File: src/rtl/fprint_cmd_tx.sv
// Fingerprint command transmitter.
// Queues task and CRC commands from the core's fingerprint logic.
// Drops commands that are illegal against a local shadow of per-task state.
// Issues each remaining command as one Avalon-MM write to the comparator.
module fprint_cmd_tx #(
    parameter int         DATA_W         = 32,
    parameter int         ADDR_W         = 8,
    parameter int         KEY_W          = 4,
    parameter int         FIFO_DEPTH     = 4,
    parameter logic [3:0] CS_OFFSET      = 4'h0,
    parameter logic [3:0] CRC_OFFSET     = 4'h4,
    parameter logic [3:0] PAUSE_OFFSET   = 4'h8,
    parameter logic [3:0] UNPAUSE_OFFSET = 4'hC
) (
    input  logic              clk,
    input  logic              reset_n,
    input  logic [3:0]        core_id,
    input  logic              cmd_valid,
    output logic              cmd_ready,
    input  logic [2:0]        cmd_op,
    input  logic [KEY_W-1:0]  cmd_task,
    input  logic [DATA_W-1:0] cmd_crc,
    output logic [ADDR_W-1:0] avm_address,
    output logic [DATA_W-1:0] avm_writedata,
    output logic              avm_write,
    input  logic              avm_waitrequest,
    output logic              busy,
    output logic [7:0]        err_count,
    output logic              task_active,
    output logic [KEY_W-1:0]  current_task
);

    localparam int NUM_TASKS = 1 << KEY_W;
    localparam int PTR_W     = $clog2(FIFO_DEPTH);

    localparam logic [2:0] OP_CHECKOUT = 3'd0;
    localparam logic [2:0] OP_CHECKIN  = 3'd1;
    localparam logic [2:0] OP_PAUSE    = 3'd2;
    localparam logic [2:0] OP_UNPAUSE  = 3'd3;
    localparam logic [2:0] OP_CRC      = 3'd4;

    typedef enum logic {
        S_IDLE,
        S_ISSUE
    } state_e;

    state_e state_q, state_d;

    // FIFO storage and pointers (extra MSB distinguishes full from empty)
    logic [2:0]        fifo_op_q   [FIFO_DEPTH];
    logic [2:0]        fifo_op_d   [FIFO_DEPTH];
    logic [KEY_W-1:0]  fifo_task_q [FIFO_DEPTH];
    logic [KEY_W-1:0]  fifo_task_d [FIFO_DEPTH];
    logic [DATA_W-1:0] fifo_crc_q  [FIFO_DEPTH];
    logic [DATA_W-1:0] fifo_crc_d  [FIFO_DEPTH];
    logic [PTR_W:0]    wr_ptr_q, wr_ptr_d;
    logic [PTR_W:0]    rd_ptr_q, rd_ptr_d;
    logic [PTR_W:0]    wr_vis_q;
    logic              ready_q, ready_d;

    // Bus-side and shadow registers
    logic [ADDR_W-1:0]    addr_q, addr_d;
    logic [DATA_W-1:0]    wdata_q, wdata_d;
    logic                 write_q, write_d;
    logic [2:0]           cur_op_q, cur_op_d;
    logic [KEY_W-1:0]     cur_task_q, cur_task_d;
    logic [7:0]           err_q, err_d;
    logic [NUM_TASKS-1:0] checked_out_q, checked_out_d;
    logic [NUM_TASKS-1:0] paused_q, paused_d;
    logic                 active_q, active_d;
    logic [KEY_W-1:0]     current_q, current_d;

    logic              fifo_empty;
    logic              head_avail;
    logic              push;
    logic              full_next;
    logic [2:0]        head_op;
    logic [KEY_W-1:0]  head_task;
    logic [DATA_W-1:0] head_crc;
    logic              head_legal;
    logic [3:0]        head_offset;
    logic [DATA_W-1:0] head_data;

    // The read side sees a pushed entry one cycle after it is written
    assign fifo_empty = (wr_ptr_q == rd_ptr_q);
    assign head_avail = (wr_vis_q != rd_ptr_q);
    assign push       = cmd_valid & ready_q;
    assign head_op    = fifo_op_q[rd_ptr_q[PTR_W-1:0]];
    assign head_task  = fifo_task_q[rd_ptr_q[PTR_W-1:0]];
    assign head_crc   = fifo_crc_q[rd_ptr_q[PTR_W-1:0]];

    assign cmd_ready     = ready_q;
    assign avm_address   = addr_q;
    assign avm_writedata = wdata_q;
    assign avm_write     = write_q;
    assign busy          = ~fifo_empty | (state_q == S_ISSUE);
    assign err_count     = err_q;
    assign task_active   = active_q;
    assign current_task  = current_q;

    // Decode the FIFO head: legality against shadow state, register offset and payload
    always_comb begin
        head_legal  = 1'b0;
        head_offset = CS_OFFSET;
        head_data   = '0;
        case (head_op)
            OP_CHECKOUT: begin
                head_legal              = ~checked_out_q[head_task];
                head_offset             = CS_OFFSET;
                head_data[KEY_W-1:0]    = head_task;
                head_data[KEY_W]        = 1'b1;
            end
            OP_CHECKIN: begin
                head_legal              = checked_out_q[head_task];
                head_offset             = CS_OFFSET;
                head_data[KEY_W-1:0]    = head_task;
            end
            OP_PAUSE: begin
                head_legal              = checked_out_q[head_task] & ~paused_q[head_task];
                head_offset             = PAUSE_OFFSET;
                head_data[KEY_W-1:0]    = head_task;
            end
            OP_UNPAUSE: begin
                head_legal              = paused_q[head_task];
                head_offset             = UNPAUSE_OFFSET;
                head_data[KEY_W-1:0]    = head_task;
            end
            OP_CRC: begin
                head_legal  = active_q & checked_out_q[current_q] & ~paused_q[current_q];
                head_offset = CRC_OFFSET;
                head_data   = head_crc;
            end
            default: begin
                head_legal  = 1'b0;
            end
        endcase
    end

    // Next-state logic: FIFO push/pop, issue FSM, error counting and shadow updates
    always_comb begin
        state_d       = state_q;
        fifo_op_d     = fifo_op_q;
        fifo_task_d   = fifo_task_q;
        fifo_crc_d    = fifo_crc_q;
        wr_ptr_d      = wr_ptr_q;
        rd_ptr_d      = rd_ptr_q;
        addr_d        = addr_q;
        wdata_d       = wdata_q;
        write_d       = write_q;
        cur_op_d      = cur_op_q;
        cur_task_d    = cur_task_q;
        err_d         = err_q;
        checked_out_d = checked_out_q;
        paused_d      = paused_q;
        active_d      = active_q;
        current_d     = current_q;

        if (push) begin
            fifo_op_d[wr_ptr_q[PTR_W-1:0]]   = cmd_op;
            fifo_task_d[wr_ptr_q[PTR_W-1:0]] = cmd_task;
            fifo_crc_d[wr_ptr_q[PTR_W-1:0]]  = cmd_crc;
            wr_ptr_d                         = wr_ptr_q + 1'b1;
        end

        case (state_q)
            S_IDLE: begin
                if (head_avail) begin
                    rd_ptr_d = rd_ptr_q + 1'b1;
                    if (head_legal) begin
                        addr_d      = '0;
                        addr_d[7:4] = core_id;
                        addr_d[3:0] = head_offset;
                        wdata_d     = head_data;
                        write_d     = 1'b1;
                        cur_op_d    = head_op;
                        cur_task_d  = head_task;
                        state_d     = S_ISSUE;
                    end else if (err_q != 8'hFF) begin
                        err_d = err_q + 8'd1;
                    end
                end
            end
            S_ISSUE: begin
                if (!avm_waitrequest) begin
                    write_d = 1'b0;
                    state_d = S_IDLE;
                    case (cur_op_q)
                        OP_CHECKOUT: begin
                            checked_out_d[cur_task_q] = 1'b1;
                            current_d                 = cur_task_q;
                            active_d                  = 1'b1;
                        end
                        OP_CHECKIN: begin
                            checked_out_d[cur_task_q] = 1'b0;
                            paused_d[cur_task_q]      = 1'b0;
                            if (cur_task_q == current_q) begin
                                active_d = 1'b0;
                            end
                        end
                        OP_PAUSE: begin
                            paused_d[cur_task_q] = 1'b1;
                        end
                        OP_UNPAUSE: begin
                            paused_d[cur_task_q] = 1'b0;
                        end
                        default: begin
                        end
                    endcase
                end
            end
            default: begin
                state_d = S_IDLE;
            end
        endcase

        full_next = (wr_ptr_d[PTR_W] != rd_ptr_d[PTR_W]) &&
                    (wr_ptr_d[PTR_W-1:0] == rd_ptr_d[PTR_W-1:0]);
        ready_d   = ~full_next;
    end

    // State registers; reset abandons any outstanding write immediately
    always_ff @(posedge clk or negedge reset_n) begin
        if (!reset_n) begin
            state_q       <= S_IDLE;
            for (int i = 0; i < FIFO_DEPTH; i++) begin
                fifo_op_q[i]   <= '0;
                fifo_task_q[i] <= '0;
                fifo_crc_q[i]  <= '0;
            end
            wr_ptr_q      <= '0;
            rd_ptr_q      <= '0;
            wr_vis_q      <= '0;
            ready_q       <= 1'b0;
            addr_q        <= '0;
            wdata_q       <= '0;
            write_q       <= 1'b0;
            cur_op_q      <= '0;
            cur_task_q    <= '0;
            err_q         <= '0;
            checked_out_q <= '0;
            paused_q      <= '0;
            active_q      <= 1'b0;
            current_q     <= '0;
        end else begin
            state_q       <= state_d;
            fifo_op_q     <= fifo_op_d;
            fifo_task_q   <= fifo_task_d;
            fifo_crc_q    <= fifo_crc_d;
            wr_ptr_q      <= wr_ptr_d;
            rd_ptr_q      <= rd_ptr_d;
            wr_vis_q      <= wr_ptr_q;
            ready_q       <= ready_d;
            addr_q        <= addr_d;
            wdata_q       <= wdata_d;
            write_q       <= write_d;
            cur_op_q      <= cur_op_d;
            cur_task_q    <= cur_task_d;
            err_q         <= err_d;
            checked_out_q <= checked_out_d;
            paused_q      <= paused_d;
            active_q      <= active_d;
            current_q     <= current_d;
        end
    end

endmodule

File: config.mk
export PLATFORM = sky130hd
export DESIGN_NAME = fprint_cmd_tx
export DESIGN_NICKNAME = d
export VERILOG_FILES = /design/src/rtl/fprint_cmd_tx.sv
export SDC_FILE = /design/constraint.sdc
export NUM_CORES = 1
export LEC_CHECK = 0
export ABC_AREA = 1
export CELL_PAD_IN_SITES_DETAIL_PLACEMENT = 1
export CELL_PAD_IN_SITES_GLOBAL_PLACEMENT = 1
export CORE_MARGIN = 5
export CORE_UTILIZATION = 44
export DETAILED_ROUTE_END_ITERATION = 6
export HOLD_SLACK_MARGIN = 0.03
export PLACE_DENSITY = 0.84
export SYNTH_ARGS = -nofsm -noshare
export SYNTH_HDL_FRONTEND = slang
export SYNTH_SLANG_ARGS = --single-unit
export TNS_END_PERCENT = 1
File: constraint.sdc
create_clock -name clk -period 2.5 [get_ports clk]
set_input_delay 0.5 -clock clk [delete_from_list [all_inputs] [get_ports clk]]
set_output_delay 0.5 -clock clk [all_outputs]
set_load 0.1 [all_outputs]
Yosys cells after proc, flatten, opt, wreduce, memory -nomap -nowiden
Index checks and enable logic that the tools add are counted.

Reduce and logical (&&, ||, !) cells: 16. Bitwise logic cells: 20. Order comparisons: 7. Eq/ne operators: 17. Mux-type cells: 48. $add $sub $neg: 3.

Operator list (count): $bwmux 128 (1); $mux 32 (3); $bmux 32 s2 (1); $demux 32 s2 (1); $pmux 16 s2 (2); $and 16x16->16 (2); $or 16x16->16 (2); $mux 27 (1); $mux 3 (6); $bmux 1 s4 (4); $bwmux 16 (1); $not 16->16 (1); $lt 4x5->1 const B (3); $reduce_and 3->1 (5); $bwmux 12 (1); $eq 3x2->1 const B (4); $mux 1 (12); $mux 4 (3); $pmux 4 s3 (1); $add 8x1->8 const B (1); $bmux 4 s2 (1); $demux 4 s2 (1); $ne 2x2->1 const B (4); $ne 8x8->1 const B (1); 27 further kinds (49).

Register bits: 260. Word-level logic and storage cells: 138. Input port bits: 47.

Longest topological paths before layout
Gate-level depths: netlist of the first run.

Word-level depth: 12. Mapped depth: 18. Mapped depth without buffers: 15.

Worst setup path before layout of the first run
OpenSTA, ideal clock, no wires.

Path type: reg-to-output. Start point: register rd_ptr_q[1]. End point: output port busy. Data arrival time: 2452 ps. Setup slack: -452 ps. Stages on the path, launching flop included: 6. Path through: dfrtp_1 > buf_4 > inv_2 > buf_2 > buf_1 > o2111ai_1.

Longest elaborated chain between the ends: 3.

Ends and longest elaborated chain: from (decl) (line 57) `logic [PTR_W:0] rd_ptr_q, rd_ptr_d;`; from (signal assigned) (line 250) `rd_ptr_q <= rd_ptr_d;`; $eq 3x3->1 (line 85) `assign fifo_empty = (wr_ptr_q == rd_ptr_q);`; $not 1->1 (line 96) `assign busy = ~fifo_empty | (state_q == S_ISSUE);`; $or 1x1->1 (line 96); to (decl) (line 27) `output logic busy,`.

Every way passes these cells.

Worst setup path in the final report of the first run
Ends and elaborated chain as after synthesis.

==> reports/qor.yml, run 1 <==
detailed_routing:
  drc: 0
  ant_nets: 0
  drt_iter0_markers: 854
  drtPass1Iterations: 4
  routed_wl_um: 38130
  vias: 10760
  post_drt_wl_per_cell_um: 19.63
  vias_per_cell: 5.535
cts:
  clock_sinks: 258
  cts_buffers: 29
  cts_buffer_depth: 3
  cts_tree: "done"
  clk_latency_ps: 570
  cts-root-buf: "clkbuf_16"
  clkTransAtPathRegs_ps: 60
  h-tree-depth: 1
place:
  port_buffers: 100
  gp_congestion: 0.8363
  place_hpwl_um: 23950
  place_inst: 1882
sta:
  maxSlewHeadroom_pct: 58.92
  fmax_ghz: 0.4066
  slew_violations: 0
  final_hold_viol_count: 0
  rsz0062_at_grt: "true"
  worst_pin_slew_ps: 616.1
  setup_viol_count_final: 0
  layout_min_cycle_time_ps: 2459
  period_share_pct: 98.38
  skew_ps: 11.09
worst_setup_path:
  cp_data_arrival_time_ps: 1960
  reg2reg_depth: 14
  required_ps: 2000
  timing.rr.start: "rd_ptr_q[0]"
  rrSetupSlack_ps: 70
  critical_path_class: "flop to output pin"
  worstPathMaxFanout: 21
  cp-end-kind: "output pin"
  timing.rr.end: "avm_writedata[6]"
  cp-start-kind: "flop"
yosys:
  synth.area.top_cells: "dfrtp_1 54%, nand2_1 12%, o21ai_0 10%"
  yosys_warnings: 0
  synth_top_area_share_pct: 53.99
  synth_mux_area_share_pct: 0
  syn_area_um2: 11960
  synth-compound-area-share_pct: 13.73
  synth_fa_ha_area_share_pct: 0.6277
  synthCells: 1473
  yosys.area_share.simple_pct: 23.95
  synth_top_family_by_area: "simple AND/OR/NAND/NOR gates"
  synth_largest_area_cell: "dfrtp_1"
  synth_seq_cells: 258
  avgSynthCellArea_um2: 8.119
  synth-seq-area-share_pct: 53.99
  ys_types: 36
  synth_xor_xnor_area_share_pct: 1.538
floorplanning:
  io_pins: 103
  coreArea_um2: 26880
  die-area_um2: 30580
  die_h_um: 174.9
  rows: 60
  die_w_um: 174.9
  initial_core_util_pct: 44.50
finish:
  finalNetCount: 1633
  final_cells: 1943
  diodes: 0
  num-fill-cells: 3223
  multiInputGateArea_um2: 4866
  post_route_cells_drive_above_1_share_pct: 11.92
  area_growth_pct: 22.56
  seq_area_um2: 6457
outcome:
  status: "finished, final reports clean"
global_route:
  grt_pass1_vias: 11500
  grt_overflow: 0
  grt_max_degree: 79
  grt_pass1_wl_um: 61360
  grt.total_usage_pct: 24.21
  antenna_found_initial: 0
job:
  cap_violations: 0
worst_hold_path:
  hold_class: "input port to async pin"
==> cells in the final DEF, fill, tap and decap left out, drive strengths merged, types with 2 or more instances in the layout <==
cell type      instances
a31oi                 17
or2                    3
o21ai                246
nor2                 142
xor2                   6
nand2                391
conb                   2
clkbuf                39
clkdlybuf4s50         45
nand3                142
clkinv                10
nand3b                 2
buf                  116
dfrtp                258
nand4                  9
xnor2                 15
bufinv                 5
ha                     6
a21oi                 51
inv                   88
==> routing by layer <==
| metal | routed length, um | global-route usage, % | up-vias |
|---|---|---|---|
| li1 | - | - | 5031 |
| met1 | 16580 | 32.67 | 5410 |
| met2 | 18920 | 42.23 | 250 |
| met3 | 1902 | 3.072 | 64 |
| met4 | 733 | 5.041 | 0 |
| met5 | 0 | 0 | - |
==> critical path, stage by stage, from the launching register on <==
cell and delay, ps:
dfrtp_1 450, buf_8 240, o22ai_1 110, a21oi_1 210, o2111ai_2 170, buf_12 210
==> metrics by stage <==
stage / setup TNS [ps] / hold WS [ps] / utilization, % / setup slack, ps / area, um^2
2_1_floorplan: -10210 / 204.4 / - / -239.3 / 11970
3_3_place_gp: 0 / 434.1 / 50.08 / 174.3 / 13460
3_5_place_dp: 0 / 440.6 / 50.08 / 70.95 / 13460
4_1_cts: 0 / 461.1 / 53.85 / 27.31 / 14470
5_1_grt: -666.1 / 473.0 / 54.53 / -50.53 / 14660
6_report: 0 / 469.8 / 54.53 / 40.60 / 14660
==> worst max-delay path by stage <==
stage / slack, ps / to / cells after the start / from
after floorplan: -240 / avm_writedata[10] / 15 / current_task[1]
after CTS: 30 / avm_writedata[1] / 14 / rd_ptr_q[1]
after global routing: -50 / avm_writedata[27] / 15 / rd_ptr_q[0]
final: 40 / busy / 5 / rd_ptr_q[1]
after global placement: 170 / avm_writedata[10] / 14 / rd_ptr_q[0]
after detailed placement: 70 / avm_writedata[1] / 15 / rd_ptr_q[0]
==> synthesized netlist by cell type <==
master     number
o21ai_0       245
o31ai_1         1
ha_1            6
o2111ai_1       1
buf_6           5
or2_0           1
o21ai_1         1
nand3_4         1
xnor2_1        15
dfrtp_1       258
nand4_1         9
o211ai_1        1
conb_1          1
clkbuf_1       57
nand2_2         3
nand2_1       385
buf_1          10
nor2_1        140
buf_4           4
nand3_2         3
nand3_1       138
a21oi_1        51
xor2_1          6
or2_2           2
nand3b_1        2
buf_2          14
inv_1          84
inv_2           3
a32o_1          1
o22ai_1         1
nor2_2          2
a32oi_1         1
a31oi_1        17
nand2_4         2
nor3_1          1
and2_1          1
==> cell families (layout without fill, tap and decap cells) <==
kind of cell / Yosys count / in the layout
other cells: 1 / 2
buf+inv: 177 / 304
fa+ha+maj: 6 / 6
compound gates: 320 / 320
simple gates: 690 / 691
flops: 258 / 258
xor+xnor: 21 / 21
==> repair_timing <==
item | in CTS | in global routing
gates cloned | 0 | 3
endpoints found under the setup margin | 1 | 55
hold buffers | 1 | 0
gates resized for setup | 1 | 23
hold endpoints to repair | 54 | 0
pin swaps | 0 | 4
buffers inserted | 0 | 4
==> area by class of cell <==
class	count	area share [%]
Inverter	87	2.262
Sequential cell	258	44.06
Timing Repair Buffer	164	10.76
Tap cell	341	2.911
Clock buffer	37	5.224
Clock inverter	16	1.579
Multi-Input combinational cell	1040	33.20
Power of run 1 is not shown: default switching activity piles up to over one toggle a cycle in this logic, so the estimate is an artifact.
==> run 2, diff against run 1 <==
- CORE_UTILIZATION: 44 -> 39
- PLACE_DENSITY: 0.84 -> 0.79
- clock period: 2.5 -> 2.23 ns (I/O delays scaled with it)
==> run 2 against run 1 <==
Effect of this change:
- the flow now finishes with violations (setup timing)
- sequential share of layout area down 1.7 points
- first-iteration DRC count down 35%
- critical path depth up 2
- core utilization down 4.4 points
- clock-buffer cell count up 7
- cell area up 4.1%
- largest cell class unchanged
- clock skew down 2.6 ps
- highest routed layer unchanged
- die area up 12%
- non-clock buffer count up 33
- via count up 1.7%
- register-to-register slack worse by 270 ps
- sequential cell count unchanged
==> reports/qor.yml, run 2 (synthesis gave the netlist of run 1 again) <==
sta:
  layout_min_cycle_time_ps: 2441
  slew_violations: 0
  fin_ws_ps: -211.5
  skew_ps: 8.464
  period_share_pct: 109.5
  rsz0062_at_grt: "true"
  setup_viol_count_final: 56
  final_hold_viol_count: 0
  fmax_ghz: 0.4096
detailed_routing:
  ant_nets: 0
  vias: 10940
  drt_iter0_markers: 557
  vias_per_cell: 5.383
  routed_wl_um: 39290
  drc: 0
  post_drt_wl_per_cell_um: 19.33
  drtPass1Iterations: 6
worst_setup_path:
  timing.rr.start: "rd_ptr_q[0]"
  cp-start-kind: "flop"
  reg2reg_depth: 16
  worstPathMaxFanout: 4
  cp_data_arrival_time_ps: 2000
  critical_path_class: "flop to output pin"
  required_ps: 1780
  cp-end-kind: "output pin"
  timing.rr.end: "avm_writedata[23]"
  crit_path_start: "rd_ptr_q[0]"
  rrSetupSlack_ps: -200
  crit_end: "busy"
floorplanning:
  die-area_um2: 34270
  io_pins: 103
  coreArea_um2: 30430
  rows: 64
  die_h_um: 185.1
  die_w_um: 185.1
  initial_core_util_pct: 39.30
cts:
  cts_buffers: 29
  cts_tree: "done"
  h-tree-depth: 1
  cts-root-buf: "clkbuf_16"
  clkTransAtPathRegs_ps: 60
  clk_latency_ps: 550
  clock_sinks: 258
  cts_buffer_depth: 3
place:
  place_hpwl_um: 25280
  place_inst: 1954
  port_buffers: 100
  gp_congestion: 0.8488
global_route:
  grt_pass1_vias: 11600
  grt.total_usage_pct: 22.57
  grt_max_degree: 79
  grt_pass1_wl_um: 62530
  antenna_found_initial: 0
  grt_overflow: 0
job:
  cap_violations: 0
finish:
  final_cells: 2032
  multiInputGateArea_um2: 5034
  post_route_cells_drive_above_1_share_pct: 16.38
  num-fill-cells: 3600
  seq_area_um2: 6469
  layout_commonest_cell: "nand2_1"
  diodes: 0
  final_cell_mix: "365 x nand2_1, 252 x dfrtp_1, 243 x o21ai_0"
  area_growth_pct: 27.58
  finalNetCount: 1666
worst_hold_path:
  hold_class: "input port to async pin"
outcome:
  status: "complete, but fails checks"
  violations: "setup timing"
-- run 2: area by class of cell --
cell class / count / share of cell area [%]
Tap cell: 396 / 3.248
Sequential cell: 258 / 42.40
Inverter: 87 / 2.173
Multi-Input combinational cell: 1040 / 32.99
Clock inverter: 10 / 0.8611
Clock buffer: 44 / 5.585
Timing Repair Buffer: 197 / 12.74
-- run 2: metrics by stage --
stage	utilization, %	setup WS (ps)	hold slack (ps)	area [um^2]	TNS (ps)
6_report	50.14	-211.5	382.5	15260	-8937
5_1_grt	50.14	-317.7	409.7	15260	-15120
4_1_cts	49.23	-154.4	374.5	14980	-4599
3_3_place_gp	45.08	-124.3	366.1	13720	-4873
2_1_floorplan	-	-10.29	150.4	12000	-296.0
3_5_place_dp	45.08	-234.3	367.6	13720	-11190
-- run 2: critical path, cell delays in order (launching register included) --
cell	delay [ps]
dfrtp_2	470
clkinv_4	90
buf_4	130
buf_4	130
o22ai_1	100
a21oi_2	170
o2111ai_4	150
buf_12	200
-- run 2: metal layers --
layer	global-route usage, %	vias to the layer above	share of wire [%]
li1	-	5102	-
met1	29.71	5492	43
met2	39.64	273	50
met3	3.005	71	4.4
met4	5.578	0	2.4
met5	0	-	0
-- run 2: how the worst min path moves through the flow --
stage,end,slack (ps)
3_5_place_dp,current_task[0],370
2_1_floorplan,async pin,150
5_1_grt,async pin,410
4_1_cts,current_task[0],370
6_report,current_task[2],380
3_3_place_gp,async pin,370
-- run 2: repair_timing --
action	CTS	global route
endpoints found under the hold margin	34	0
cloned	3	2
endpoints found under the setup margin	56	57
pin swaps	9	16
setup buffers	10	9
hold buffers	1	0
gates resized for setup	35	49
Power of run 2 is left out for the same reason.
==> run 3, diff against run 2 <==
- SKIP_LAST_GASP: default -> 1
- SLEW_MARGIN: default -> 5
- clock period: 2.23 -> 2.2 ns (I/O delays scaled with it)
==> run 3 against run 2 <==
Effect of this change:
- the run still ends with setup timing left
- die area is the same
- core utilization rose by 1.6 points
- global-route usage up 0.30 points
- via count is 1.9% higher
- clock skew grew 9.3 ps
==> reports/qor.yml, run 3 (synthesis gave the netlist of run 1 again) <==
place:
  port_buffers: 100
  gp_congestion: 0.8498
  place_hpwl_um: 25260
detailed_routing:
  highest_layer: "met4"
  routed_wl_um: 42030
  drt_iter0_markers: 645
  vias: 11150
  drc: 0
  wl_met2_um: 21020
  ant_nets: 0
  post_drt_wl_per_cell_um: 20.57
  dr_wl_met3_um: 1767
  drtPass1Iterations: 7
  drt-met1-wl_um: 17920
  vias_per_cell: 5.458
finish:
  num-fill-cells: 3556
  post_route_cells_drive_above_1_share_pct: 19.49
  area_growth_pct: 31.77
  final_cell_mix: "348 x nand2_1, 251 x dfrtp_1, 244 x o21ai_0"
  final_util_pct: 51.79
  diodes: 0
  layout_commonest_cell: "nand2_1"
  finalNetCount: 1678
sta:
  maxSlewHeadroom_pct: 60.95
  period_share_pct: 118.3
  slew_violations: 0
  final_hold_viol_count: 0
  setup_viol_count_final: 57
  rsz0062_at_grt: "true"
  tns_ps: -19180
  fmax_ghz: 0.3842
  skew_ps: 17.74
  worst_pin_slew_ps: 579.6
  layout_min_cycle_time_ps: 2603
  fin_hold_ws_ps: 397.9
  fin_ws_ps: -403.0
worst_hold_path:
  hold_class: "input port to async pin"
floorplanning:
  die_w_um: 185.1
  rows: 64
  die-area_um2: 34270
  initial_core_util_pct: 39.30
  coreArea_um2: 30430
  die_h_um: 185.1
  io_pins: 103
worst_setup_path:
  rrSetupSlack_ps: -400
  cp-end-kind: "flop"
  critical_path_class: "flop to flop"
  crit_end: "cur_op_q[0]"
  cp-start-kind: "flop"
  required_ps: 2650
  crit_path_start: "rd_ptr_q[0]"
  reg2reg_depth: 17
  timing.rr.end: "cur_op_q[0]"
  timing.rr.start: "rd_ptr_q[0]"
  worstPathMaxFanout: 8
  cp_data_arrival_time_ps: 3050
cts:
  h-tree-depth: 1
  cts_buffer_depth: 3
  cts-root-buf: "clkbuf_16"
  clk_latency_ps: 570
  clock_sinks: 258
  cts_tree: "done"
  clkTransAtPathRegs_ps: 60
  cts_buffers: 28
global_route:
  grt_pass1_vias: 11590
  grt_overflow: 0
  grt.total_usage_pct: 22.87
  antenna_found_initial: 0
  grt_pass1_wl_um: 63550
  grt_max_degree: 79
job:
  cap_violations: 0
outcome:
  status: "complete, but fails checks"
  violations: "setup timing"
run 3: cell count changes in the layout (fill, tap and decap cells not counted), sizes merged:
cell      previous run  this run
buf                149       159
clkinv               6         8
clkinvlp             1         0
run 3: layout make-up:
| class | instances | area (um^2) | area share [%] |
|---|---|---|---|
| Clock buffer | 41 | 829.5 | 5.264 |
| Clock inverter | 11 | 158.9 | 1.008 |
| Inverter | 87 | 334.1 | 2.120 |
| Multi-Input combinational cell | 1040 | 5231 | 33.20 |
| Sequential cell | 258 | 6470 | 41.06 |
| Tap cell | 396 | 495.5 | 3.144 |
| Timing Repair Buffer | 210 | 2240 | 14.21 |
run 3: worst min path at each step:
stage,end,slack (ps),cells after the start
2_1_floorplan,async pin,140,0
3_3_place_gp,current_task[3],390,1
3_5_place_dp,current_task[3],400,1
4_1_cts,async pin,400,2
5_1_grt,async pin,430,2
6_report,async pin,400,2
run 3: repair_timing:
action / in CTS / in global routing
gates resized for setup: 39 / 96
buffers inserted: 18 / 10
hold endpoints to repair: 46 / 0
gates cloned: 4 / 5
pin swaps: 10 / 34
setup endpoints to repair: 57 / 57
hold buffers: 1 / 0
run 3: worst max-delay path: stages, from the launching register on:
cell	delay, ps
dfrtp_2	480
inv_4	120
nand2_1	120
nand3_4	180
clkbuf_16	190
nand3_1	100
nand3_1	140
nand3_2	120
nand3_2	100
nand2_4	80
nor2_4	110
nand2_4	70
nand3_4	130
nand2_8	100
buf_6	150
buf_12	140
nand2_1	80
nand2_1	60
run 3: metrics by stage:
step | setup slack, ps | instance area, um^2 | cells
3_3_place_gp | -131.8 | 13780 | 1954
5_1_grt | -513.4 | 15760 | 2043
6_report | -403.0 | 15760 | 2043
4_1_cts | -183.2 | 15170 | 2028
2_1_floorplan | -40.29 | 12000 | 1474
3_5_place_dp | -261.0 | 13780 | 1954
run 3: layer usage:
layer  vias up  track usage, %
met4         0           5.344
met3        90           2.612
met1      5635           31.17
met2       306           39.42
met5         -               0
li1       5120               -
Power of run 3 is left out for the same reason.
